### src/rtl/rx_fifo_param.sv
// Parametrised single-clock show-ahead receive FIFO with occupancy and threshold flags.
// Define RX_FIFO_ERR_EN to build the sticky overflow/underflow flag registers.
module rx_fifo_param #(
  parameter int DATA_WIDTH = 8,
  parameter int DEPTH      = 8,
  parameter int AF_THRESH  = DEPTH - 1,
  parameter int AE_THRESH  = 1
) (
  input  logic                       clk,
  input  logic                       rst,
  input  logic                       flush,
  input  logic                       w_enable,
  input  logic [DATA_WIDTH-1:0]      w_data,
  input  logic                       r_enable,
  output logic [DATA_WIDTH-1:0]      r_data,
  output logic                       empty,
  output logic                       full,
  output logic                       almost_empty,
  output logic                       almost_full,
  output logic [$clog2(DEPTH):0]     count,
  output logic                       overflow,
  output logic                       underflow
);

  localparam int AW = $clog2(DEPTH);
  localparam int CW = AW + 1;
  localparam logic [CW-1:0] DEPTH_C = CW'(DEPTH);
  localparam logic [CW-1:0] AF_C    = CW'(AF_THRESH);
  localparam logic [CW-1:0] AE_C    = CW'(AE_THRESH);

  logic [DATA_WIDTH-1:0] mem [DEPTH];
  logic [AW-1:0]         wr_ptr;
  logic [AW-1:0]         rd_ptr;
  logic                  push_ok;
  logic                  pop_ok;

  assign empty        = (count == '0);
  assign full         = (count == DEPTH_C);
  assign almost_empty = (count <= AE_C);
  assign almost_full  = (count >= AF_C);
  assign r_data       = empty ? '0 : mem[rd_ptr];

  // Simultaneous push+pop resolves naturally: pop is blocked when empty, push when full.
  assign push_ok = w_enable & ~full;
  assign pop_ok  = r_enable & ~empty;

  always_ff @(posedge clk) begin
    if (!rst && !flush && push_ok) begin
      mem[wr_ptr] <= w_data;
    end
  end

  always_ff @(posedge clk) begin
    if (rst || flush) begin
      wr_ptr <= '0;
      rd_ptr <= '0;
      count  <= '0;
    end else begin
      if (push_ok) wr_ptr <= wr_ptr + AW'(1);
      if (pop_ok)  rd_ptr <= rd_ptr + AW'(1);
      case ({push_ok, pop_ok})
        2'b10:   count <= count + CW'(1);
        2'b01:   count <= count - CW'(1);
        default: count <= count;
      endcase
    end
  end

`ifdef RX_FIFO_ERR_EN
  always_ff @(posedge clk) begin
    if (rst || flush) begin
      overflow  <= 1'b0;
      underflow <= 1'b0;
    end else begin
      if (w_enable && full)  overflow  <= 1'b1;
      if (r_enable && empty) underflow <= 1'b1;
    end
  end
`else
  assign overflow  = 1'b0;
  assign underflow = 1'b0;
`endif

endmodule

### config.mk
export PLATFORM = sky130hd
export DESIGN_NAME = rx_fifo_param
export DESIGN_NICKNAME = d
export VERILOG_FILES = /design/src/rtl/rx_fifo_param.sv
export SDC_FILE = /design/constraint.sdc
export NUM_CORES = 1
export LEC_CHECK = 0
export BUFFER_PORTS_ARGS = -buffer_cell sky130_fd_sc_hd__buf_2
export CELL_PAD_IN_SITES_DETAIL_PLACEMENT = 0
export CELL_PAD_IN_SITES_GLOBAL_PLACEMENT = 1
export CORE_MARGIN = 5
export CORE_UTILIZATION = 45
export CTS_CLUSTER_DIAMETER = 30
export CTS_CLUSTER_SIZE = 12
export DETAILED_ROUTE_END_ITERATION = 6
export GPL_ROUTABILITY_DRIVEN = 0
export PLACE_DENSITY_LB_ADDON = 0.25
export SYNTH_ARGS = -nofsm -noshare
export SYNTH_HDL_FRONTEND = slang
export SYNTH_SLANG_ARGS = --single-unit
### constraint.sdc
create_clock -name clk -period 5.4 [get_ports clk]
set_input_delay 0.54 -clock clk [delete_from_list [all_inputs] [get_ports clk]]
set_output_delay 0.54 -clock clk [all_outputs]
set_load 0.03 [all_outputs]
==> results of run 1 <==
==> cell type report <==
cell class                 instances  share of cell area (%)
inverter                           7                  0.7376
clock buffer                      10                   3.583
clock inverter                     3                  0.4566
tap                               96                   3.372
timing repair buffer              29                   4.145
multi-input combinational        124                   26.41
sequential                        77                   61.29
==> registers in the layout, indices dropped and copies added (netlist names), named ones only <==
name,count
rd_ptr,3
mem,64
count,4
wr_ptr,3
==> worst max path at each step <==
stage                        start         to  slack [ns]  depth (start not counted)
after floorplan           count[1]   count[2]        2.61                          8
after global placement       flush  mem[0][1]        2.60                          4
after detailed placement  count[0]   count[2]        2.59                          7
after CTS                 count[1]  r_data[5]        2.42                          5
after global routing      count[1]  r_data[5]        2.33                          5
final                         flop  r_data[4]        2.56                          4
==> cell usage after synthesis (all sizes together) <==
| master | n |
|---|---|
| a211oi | 1 |
| nand4b | 1 |
| nand3 | 1 |
| edfxtp | 64 |
| nor3 | 11 |
| a2111o | 1 |
| or2 | 1 |
| and2 | 1 |
| conb | 1 |
| o21ai | 6 |
| clkbuf | 2 |
| buf | 9 |
| nand4 | 1 |
| inv | 7 |
| a22o | 16 |
| or4 | 3 |
| nor2 | 12 |
| nand2b | 2 |
| a21oi | 9 |
| xor2 | 2 |
| nand3b | 2 |
| ha | 6 |
| nor2b | 2 |
| nor3b | 1 |
| a21o | 1 |
| or3 | 3 |
| nand2 | 3 |
| or4b | 1 |
| o31ai | 2 |
| mux2i | 33 |
| dfxtp | 13 |
==> where the power goes <==
part / leakage (µW) / switching [µW] / internal [µW] / total (µW)
registers: 0.000682 / 4.11 / 647 / 651
logic: 0.000427 / 55.7 / 25.3 / 81.0
clock network: 0.0000715 / 191 / 157 / 348
==> critical path, cell delays in order, from the launching register on <==
cell and delay [ns]:
dfxtp_2 1.00, mux2i_1 0.22, a22o_1 0.23, nor3_1 0.24, buf_2 0.25
==> metal layers <==
layer,up-vias,GRT usage (%)
li1,888,-
met5,-,0
met1,880,19.44
met4,0,6.137
met2,39,22.64
met3,11,2.885
==> kinds of logic after synthesis <==
group / count (synthesis) / share of synthesized area (%)
xor+xnor: 2 / 0.5485
mux: 33 / 10.34
buf+inv: 18 / 2.507
other cells: 1 / 0.1174
simple gates: 45 / 7.755
flops: 77 / 68.31
compound gates: 36 / 8.069
fa+ha+maj: 6 / 2.350
==> per-stage QoR <==
stage | utilization (%) | cells | cell area, µm²
floorplan | - | 219 | 3198
global placement | 49.76 | 333 | 3418
detailed placement | 49.76 | 333 | 3418
CTS | 51.86 | 346 | 3562
global route | 51.86 | 346 | 3562
finish | 51.86 | 346 | 3562
==> qor.txt, run 1 <==
Hold depth: 1
TritonCTS clock tree: yes
Core area: 6869 µm²
RSZ-0062 raised after global routing: no
Kind of critical path: flop to output port
Synth top area share: 60.16%
Start point of the worst hold path: w_data[4]
Post-CTS Hold Fix Bufs: 0
Least-Margin Pin Slew: 1.132 ns
Max_cap viols: 0
Slew headroom: 23.98%
# Post-CTS Setup Buffers: 0
Largest net degree at the start of global routing: 33
Worst Path Arrival: 2.30 ns
Vias per inst: 5.254
Top routing layer in use: met4
Synth Area per Inst: 14.65 µm²
Residual DRC count: 0
Worst Slack Setup Final: 2.559 ns
RR Startpoint: count[0]
Area of the multi-input gates: 940.9 µm²
Filler cells: 589
Final hold vios: 0
Synth area leader: edfxtp_1
Post-Route WL: 6080 µm
Reg-to-Reg End: mem[0][1]
First-pass GRT wire length: 9266 µm
Clock transition at path regs: 0.07 ns
Tmin final: 2.841 ns
Data required, critical path: 4.86 ns
Register area: 2183 µm²
Tot Pwr: 1080 µW
Yosys cell types: 36
DRT Pass-1 Iters: 4
Synth Register Bits: 77
Final setup vio count: 0
Final nets: 267
Avg WL per Cell: 17.57 µm
Outcome: finished clean
Diode count: 0
Hold endpoint: mem[7][4]
Syn Inst Count: 218
Port buffer count: 28
Num rows: 30
Ranking of synthesized cells by area: edfxtp_1, mux2i_1, dfxtp_1
Dpl ws: 2.586 ns
Max VDD drop: 0.1557 mV
R2r worst-path depth: 6
Hold_ws: 0.4734 ns
Vias in the first global route: 1745
Clock tree buffer depth: 2
Synthesized area: 3194 µm²
Initial Util: 46.50%
GRT Residual Overflow: 0
Post-synthesis sequential area ratio: 68.31%
Yosys warns: 0
Routed via count: 1818
Final HPWL DP: 3798 µm
WL met3: 200 µm
Cells resized by post-CTS repair: 0
Class of the tightest hold or removal check: input pin to flop
F_max: 352.0 MHz
IO Count: 31
Die footprint: 8883 µm²
Synth-to-layout area growth: 11.52%
DRT antenna net count: 0
Crit path max fanout: 32
WL met1: 2915 µm
Final period util: 52.61%
Die width: 94.25 µm
Starting DRT DRC Count: 92
Crit end category: output port
Setup Skew: 0.006596 ns
Gr usage total: 14.42%
Vert. Die Dim: 94.25 µm
Met2 Routed Length: 2864 µm
H-tree depth: 3
Root Driver: clkbuf_8
Static leakage: 0.001181 µW
Share of layout cells above drive strength 1: 18.80%
Power Density: 303.1 nW/µm²
Max-slew violations: 0
CTS buffer count: 9
Commonest non-fill, non-tap cell in the layout: edfxtp_1
Most frequent cells in the layout: edfxtp_1, mux2i_1, buf_2
# clock sinks: 77
Worst Setup Start Kind: flop
Latest clock arrival within the worst-skew pair: 0.34 ns
Total negative slack: 0 ns
Initial antenna violation count: 0
FF-to-FF setup slack: 2.62 ns
No activity file was read; power rests on OpenSTA's default activity.
==> inputs of run 2 (changes only) <==
--- a/config.mk
+++ b/config.mk
@@ -5,11 +5,12 @@
 export SDC_FILE = /design/constraint.sdc
 export NUM_CORES = 1
 export LEC_CHECK = 0
+export ABC_AREA = 1
 export BUFFER_PORTS_ARGS = -buffer_cell sky130_fd_sc_hd__buf_2
 export CELL_PAD_IN_SITES_DETAIL_PLACEMENT = 0
 export CELL_PAD_IN_SITES_GLOBAL_PLACEMENT = 1
 export CORE_MARGIN = 5
-export CORE_UTILIZATION = 45
+export CORE_UTILIZATION = 41
 export CTS_CLUSTER_DIAMETER = 30
 export CTS_CLUSTER_SIZE = 12
 export DETAILED_ROUTE_END_ITERATION = 6
==> constraint.sdc (replaced) <==
create_clock -name clk -period 2.4 [get_ports clk]
set_input_delay 0.24 -clock clk [delete_from_list [all_inputs] [get_ports clk]]
set_output_delay 0.24 -clock clk [all_outputs]
set_load 0.03 [all_outputs]
==> run 2 against run 1 <==
Die area increased by 21%. Sequential power increased by 130%. Register-to-register slack got worse by 2.2 ns. Global-route usage increased by 0.43 points. Clock-buffer cell count decreased by 1. Critical path type unchanged. Largest cell class unchanged. Largest power group unchanged. Highest routed layer unchanged.
==> qor.txt, run 2 <==
Root Driver: clkbuf_8
Gate power share: 9.3%
Gr busiest metal: met2
Initial Util: 41.83%
Crit end category: output port
Cell area after layout: 4080 µm²
Most used cell, CP: nor2_1
Yosys warns: 0
Vias in the first global route: 2466
IO Count: 31
Ranking of synthesized cells by area: edfxtp_1, nand2_1, dfxtp_1
Part of the power in registers: 52.8%
Final setup vio count: 0
Final hold vios: 0
Gr usage total: 14.85%
Delay-heaviest family, CP: flip-flops
First-pass GRT wire length: 12650 µm
Tmin final: 2.091 ns
Static leakage: 0.001844 µW
Synth top area share: 53.20%
TritonCTS clock tree: yes
Top reg by flops: mem
Synth Area per Inst: 9.581 µm²
RSZ-0062 raised after global routing: no
Max-slew violations: 0
Most frequent cells in the layout: nand2_1, edfxtp_1, inv_1
Clock tree buffer depth: 2
GR Util met2: 23.72%
Synth-to-layout area growth: 12.95%
DP Area: 3866 µm²
Max VDD drop: 0.2774 mV
Synthesized area: 3612 µm²
Clock transition at path regs: 0.08 ns
Max_cap viols: 0
Data required, critical path: 2.16 ns
Die width: 103.9 µm
Max reg flops: 64
Post-Route WL: 7641 µm
Synth area leader: edfxtp_1
Cell breakdown of the critical path: buf_4 > nand3_1 > nand2_1 > nor2_1 > nor2_1 > buf_2
Residual DRC count: 0
Outcome: finished clean
F_max: 478.2 MHz
Async SR Flop Fraction: 0%
Met3 Use GR: 3.662%
DRT antenna net count: 0
Syn Inst Count: 377
Starting DRT DRC Count: 63
# Post-CTS Setup Buffers: 0
Slew headroom: 51.68%
Post-CTS Hold Fix Bufs: 0
WP buf/inv: 2
Top Registers: mem: 64 flops, count: 4 flops
Switching power: 666.3 µW
Crit path max fanout: 11
Share of layout cells above drive strength 1: 19.48%
Total negative slack: 0 ns
Worst Path Arrival: 1.85 ns
GRT met1 Usage: 19.87%
Most instantiated cells after synthesis: nand2_1, edfxtp_1, inv_1
Internal power: 2113 µW
# clock sinks: 77
Synth Register Bits: 77
Largest net degree at the start of global routing: 33
GRT Residual Overflow: 0
Count leader, synth: nand2_1
Sw Ratio: 23.98%
CTS buffer count: 9
Worst Setup Start Kind: flop
EDFF count, synth: 64
Num rows: 34
Die footprint: 10790 µm²
Kind of critical path: flop to output port
Final HPWL DP: 5144 µm
Port buffer count: 28
Vias per inst: 4.577
Commonest non-fill, non-tap cell in the layout: nand2_1
Final nets: 435
Initial antenna violation count: 0
Setup Skew: 0.006113 ns
Worst path max stage delay: 0.54 ns
Primary FF master, synth: edfxtp_1
Critical-path top delay cell: dfxtp_1
Least-Margin Pin Slew: 0.7237 ns
Yosys cell types: 26
Core area: 8636 µm²
Vert. Die Dim: 103.9 µm
Diode count: 0
H-tree depth: 3
Latest clock arrival within the worst-skew pair: 0.35 ns
Post-synthesis sequential area ratio: 60.41%
Avg WL per Cell: 14.44 µm
Routed via count: 2421
Cells resized by post-CTS repair: 0
Final period util: 87.13%
Class of the tightest hold or removal check: input pin to flop
DRT Pass-1 Iters: 4
Power Density: 681.1 nW/µm²
Clock share of power: 37.9%
==> run 2: cell count changes after synthesis, moves of 5 or more <==
cell     previous run  this run
a22o_1             16         0
buf_6               0         5
inv_1               6        60
mux2i_1            33         0
nand2_1             3       109
nand2_2             0         9
nand3_1             1        29
nand3_2             0         7
nor2_1             12        40
nor3_1             11         0
==> run 2: final cells by class <==
type | instances | area (µm²)
fill | 859 | 4556
sequential | 77 | 2182
clock inverter | 7 | 90.09
tap | 108 | 135.1
clock buffer | 9 | 123.9
inverter | 65 | 251.5
timing repair buffer | 42 | 245.2
multi-input combinational | 221 | 1052
==> run 2: power groups by stage <==
stage / Combinational [µW] / Sequential (µW) / Clock (µW)
after CTS: 264 / 1470 / 1080
after detailed placement: 263 / 1500 / 0
final: 259 / 1470 / 1050
after global placement: 263 / 1500 / 0
after floorplan: 182 / 1500 / 0
after global routing: 290 / 1470 / 1130
==> run 2: metrics by stage <==
| stage | power, µW | setup WS [ns] | hold WS [ns] | utilization, % | instances |
|---|---|---|---|---|---|
| 6_report | 2779 | 0.3089 | 0.1680 | 47.25 | 529 |
| 3_5_place_dp | 1761 | 0.4417 | 0.4961 | 44.77 | 513 |
| 5_1_grt | 2891 | 0.1238 | 0.1649 | 47.25 | 529 |
| 3_3_place_gp | 1760 | 0.4964 | 0.4936 | 44.77 | 513 |
| 2_1_floorplan | 1684 | 0.2699 | 0.3389 | - | 378 |
| 4_1_cts | 2814 | 0.2632 | 0.1571 | 47.25 | 529 |
==> run 2: logic make-up (layout without fill, tap and decap cells) <==
| family | count (synthesis) | in the layout | synth area share [%] |
|---|---|---|---|
| flip-flops | 77 | 77 | 60.41 |
| adder cells (fa/ha/maj) | 6 | 6 | 2.078 |
| AO/OA/AOI/OAI | 11 | 11 | 1.593 |
| other | 1 | 2 | 0.1038 |
| buffers and inverters | 80 | 123 | 10.56 |
| XOR/XNOR | 3 | 3 | 0.7275 |
| AND/OR/NAND/NOR | 199 | 199 | 24.52 |
==> run 2: path summary, 6_finish.rpt <==
| kind | start | end | slack [ns] | cells past startpoint |
|---|---|---|---|---|
| hold reg to reg | rd_ptr[2] | rd_ptr[2] | 0.52 | 2 |
| setup reg to reg | count[1] | count[2] | 0.45 | 11 |
| hold / removal | w_data[7] | mem[5][7] | 0.17 | 1 |
| setup / recovery | flop | r_data[7] | 0.31 | 6 |
==> run 2: layer usage <==
layer	part of all wire, %	vias to the layer above
li1	-	1256
met1	47	1117
met2	48	46
met3	4.9	2
met4	0.38	0
met5	0	-
==> inputs of run 3 (changes only) <==
--- a/config.mk
+++ b/config.mk
@@ -15,7 +15,7 @@
 export CTS_CLUSTER_SIZE = 12
 export DETAILED_ROUTE_END_ITERATION = 6
 export GPL_ROUTABILITY_DRIVEN = 0
-export PLACE_DENSITY_LB_ADDON = 0.25
+export PLACE_DENSITY_LB_ADDON = 0.1
 export SYNTH_ARGS = -nofsm -noshare
 export SYNTH_HDL_FRONTEND = slang
 export SYNTH_SLANG_ARGS = --single-unit
==> run 3 against run 2 <==
Clock skew up 0.0014 ns. Non-clock buffer count down 2. Setup slack worse by 0.012 ns. Critical path depth up 2. Critical path type unchanged. Critical endpoint is now r_data[2].
==> qor.txt, run 3 (synthesis gave the netlist of run 2 again) <==
Outcome: finished clean
TritonCTS clock tree: yes
Dpl cells: 511
Vias per inst: 4.526
Top reg by flops: mem
Critical path depth: 8
Least-Margin Pin Slew: 0.7389 ns
Largest net degree at the start of global routing: 33
R2r worst-path depth: 11
H-tree depth: 3
Post-Route WL: 7505 µm
Core area: 8636 µm²
Residual DRC count: 0
Clock tree buffer depth: 2
Setup Skew: 0.007508 ns
Final HPWL DP: 4861 µm
F_max: 475.6 MHz
RSZ-0062 raised after global routing: no
Final setup vio count: 0
Most used cell, CP: nand2_1
Dpl ws: 0.4537 ns
Tmin final: 2.103 ns
Hold endpoint: mem[1][5]
Cell breakdown of the critical path: buf_4 > nand2_1 > nand2_1 > nand2_1 > nand2_1 > nor2_1 > nor2_1 > buf_2
Hold depth: 1
Final period util: 87.61%
Max VDD drop: 0.3089 mV
Initial Util: 41.83%
Die footprint: 10790 µm²
CTS buffer count: 9
Initial antenna violation count: 0
Vert. Die Dim: 103.9 µm
Routed via count: 2385
First-pass GRT wire length: 12300 µm
Worst path max stage delay: 0.55 ns
GRT Residual Overflow: 0
Crit path max fanout: 17
Static leakage: 0.001832 µW
Gr usage total: 14.85%
Cells resized by post-CTS repair: 0
Commonest non-fill, non-tap cell in the layout: nand2_1
WP buf/inv: 2
Clock transition at path regs: 0.08 ns
Num rows: 34
Latest clock arrival within the worst-skew pair: 0.34 ns
DRT Pass-1 Iters: 4
Kind of critical path: flop to output port
Top Registers: mem: 64 flops, count: 4 flops
Share of layout cells above drive strength 1: 18.62%
Final Non-Filler Cells: 527
Final Util: 46.97%
Post-CTS Hold Fix Bufs: 0
Max reg flops: 64
Root Driver: clkbuf_8
Crit end category: output port
Diode count: 0
Data required, critical path: 2.16 ns
Worst Path Arrival: 1.86 ns
FF-to-FF setup slack: 0.46 ns
Final hold vios: 0
Worst Slack Setup Final: 0.2974 ns
Total negative slack: 0 ns
Avg WL per Cell: 14.24 µm
Slew headroom: 50.67%
Vias in the first global route: 2341
Final nets: 433
Start point of the worst hold path: w_data[5]
Class of the tightest hold or removal check: input pin to flop
Cell area after layout: 4056 µm²
Critical-path top delay cell: dfxtp_1
RR Startpoint: count[1]
Power Density: 676.3 nW/µm²
DP Area: 3851 µm²
Synth-to-layout area growth: 12.30%
Max-slew violations: 0
Reg-to-Reg End: count[2]
Worst Setup Start Kind: flop
Filler cells: 850
Most frequent cells in the layout: nand2_1, edfxtp_1, inv_1
# clock sinks: 77
Starting DRT DRC Count: 111
DRT antenna net count: 0
Die width: 103.9 µm
Port buffer count: 28
IO Count: 31
Max_cap viols: 0
Delay-heaviest family, CP: flip-flops
# Post-CTS Setup Buffers: 0
## run 3: metal layers
layer  share of wire (%)  GRT usage, %  up-vias
li1                    -             -     1252
met1                  46         18.28     1071
met2                  49         24.77       47
met3                 2.9         2.917       15
met4                 2.4         7.493        0
met5                   0             0        -
## run 3: worst max path at each step
stage,from,endpoint,slack [ns]
3_5_place_dp,count[1],count[2],0.45
3_3_place_gp,count[0],count[2],0.52
6_report,flop,r_data[2],0.30
2_1_floorplan,count[0],mem[2][0],0.27
4_1_cts,flop,r_data[2],0.24
5_1_grt,flop,r_data[2],0.18
## run 3: area by class of cell
type                            instances  area (µm²)  area share [%]
Sequential cell                        77        2182           53.79
Multi-Input combinational cell        221        1052           25.94
Tap cell                              108       135.1           3.331
Clock inverter                          6       77.57           1.912
Inverter                               65       251.5           6.200
Timing Repair Buffer                   40       230.2           5.676
Clock buffer                           10       127.6           3.146
## run 3: stage by stage
step           total power (µW)  hold slack (ns)
2_1_floorplan              1684           0.3389
3_3_place_gp               1758           0.5044
3_5_place_dp               1759           0.4993
4_1_cts                    2782           0.1496
5_1_grt                    2867           0.1730
6_report                   2743           0.1708
## run 3: power breakdown
part / internal, µW / switching [µW] / total [µW]
logic: 75.4 / 180 / 256
clock network: 575 / 442 / 1020
registers: 1460 / 11.8 / 1470
total: 2110 / 634 / 2740
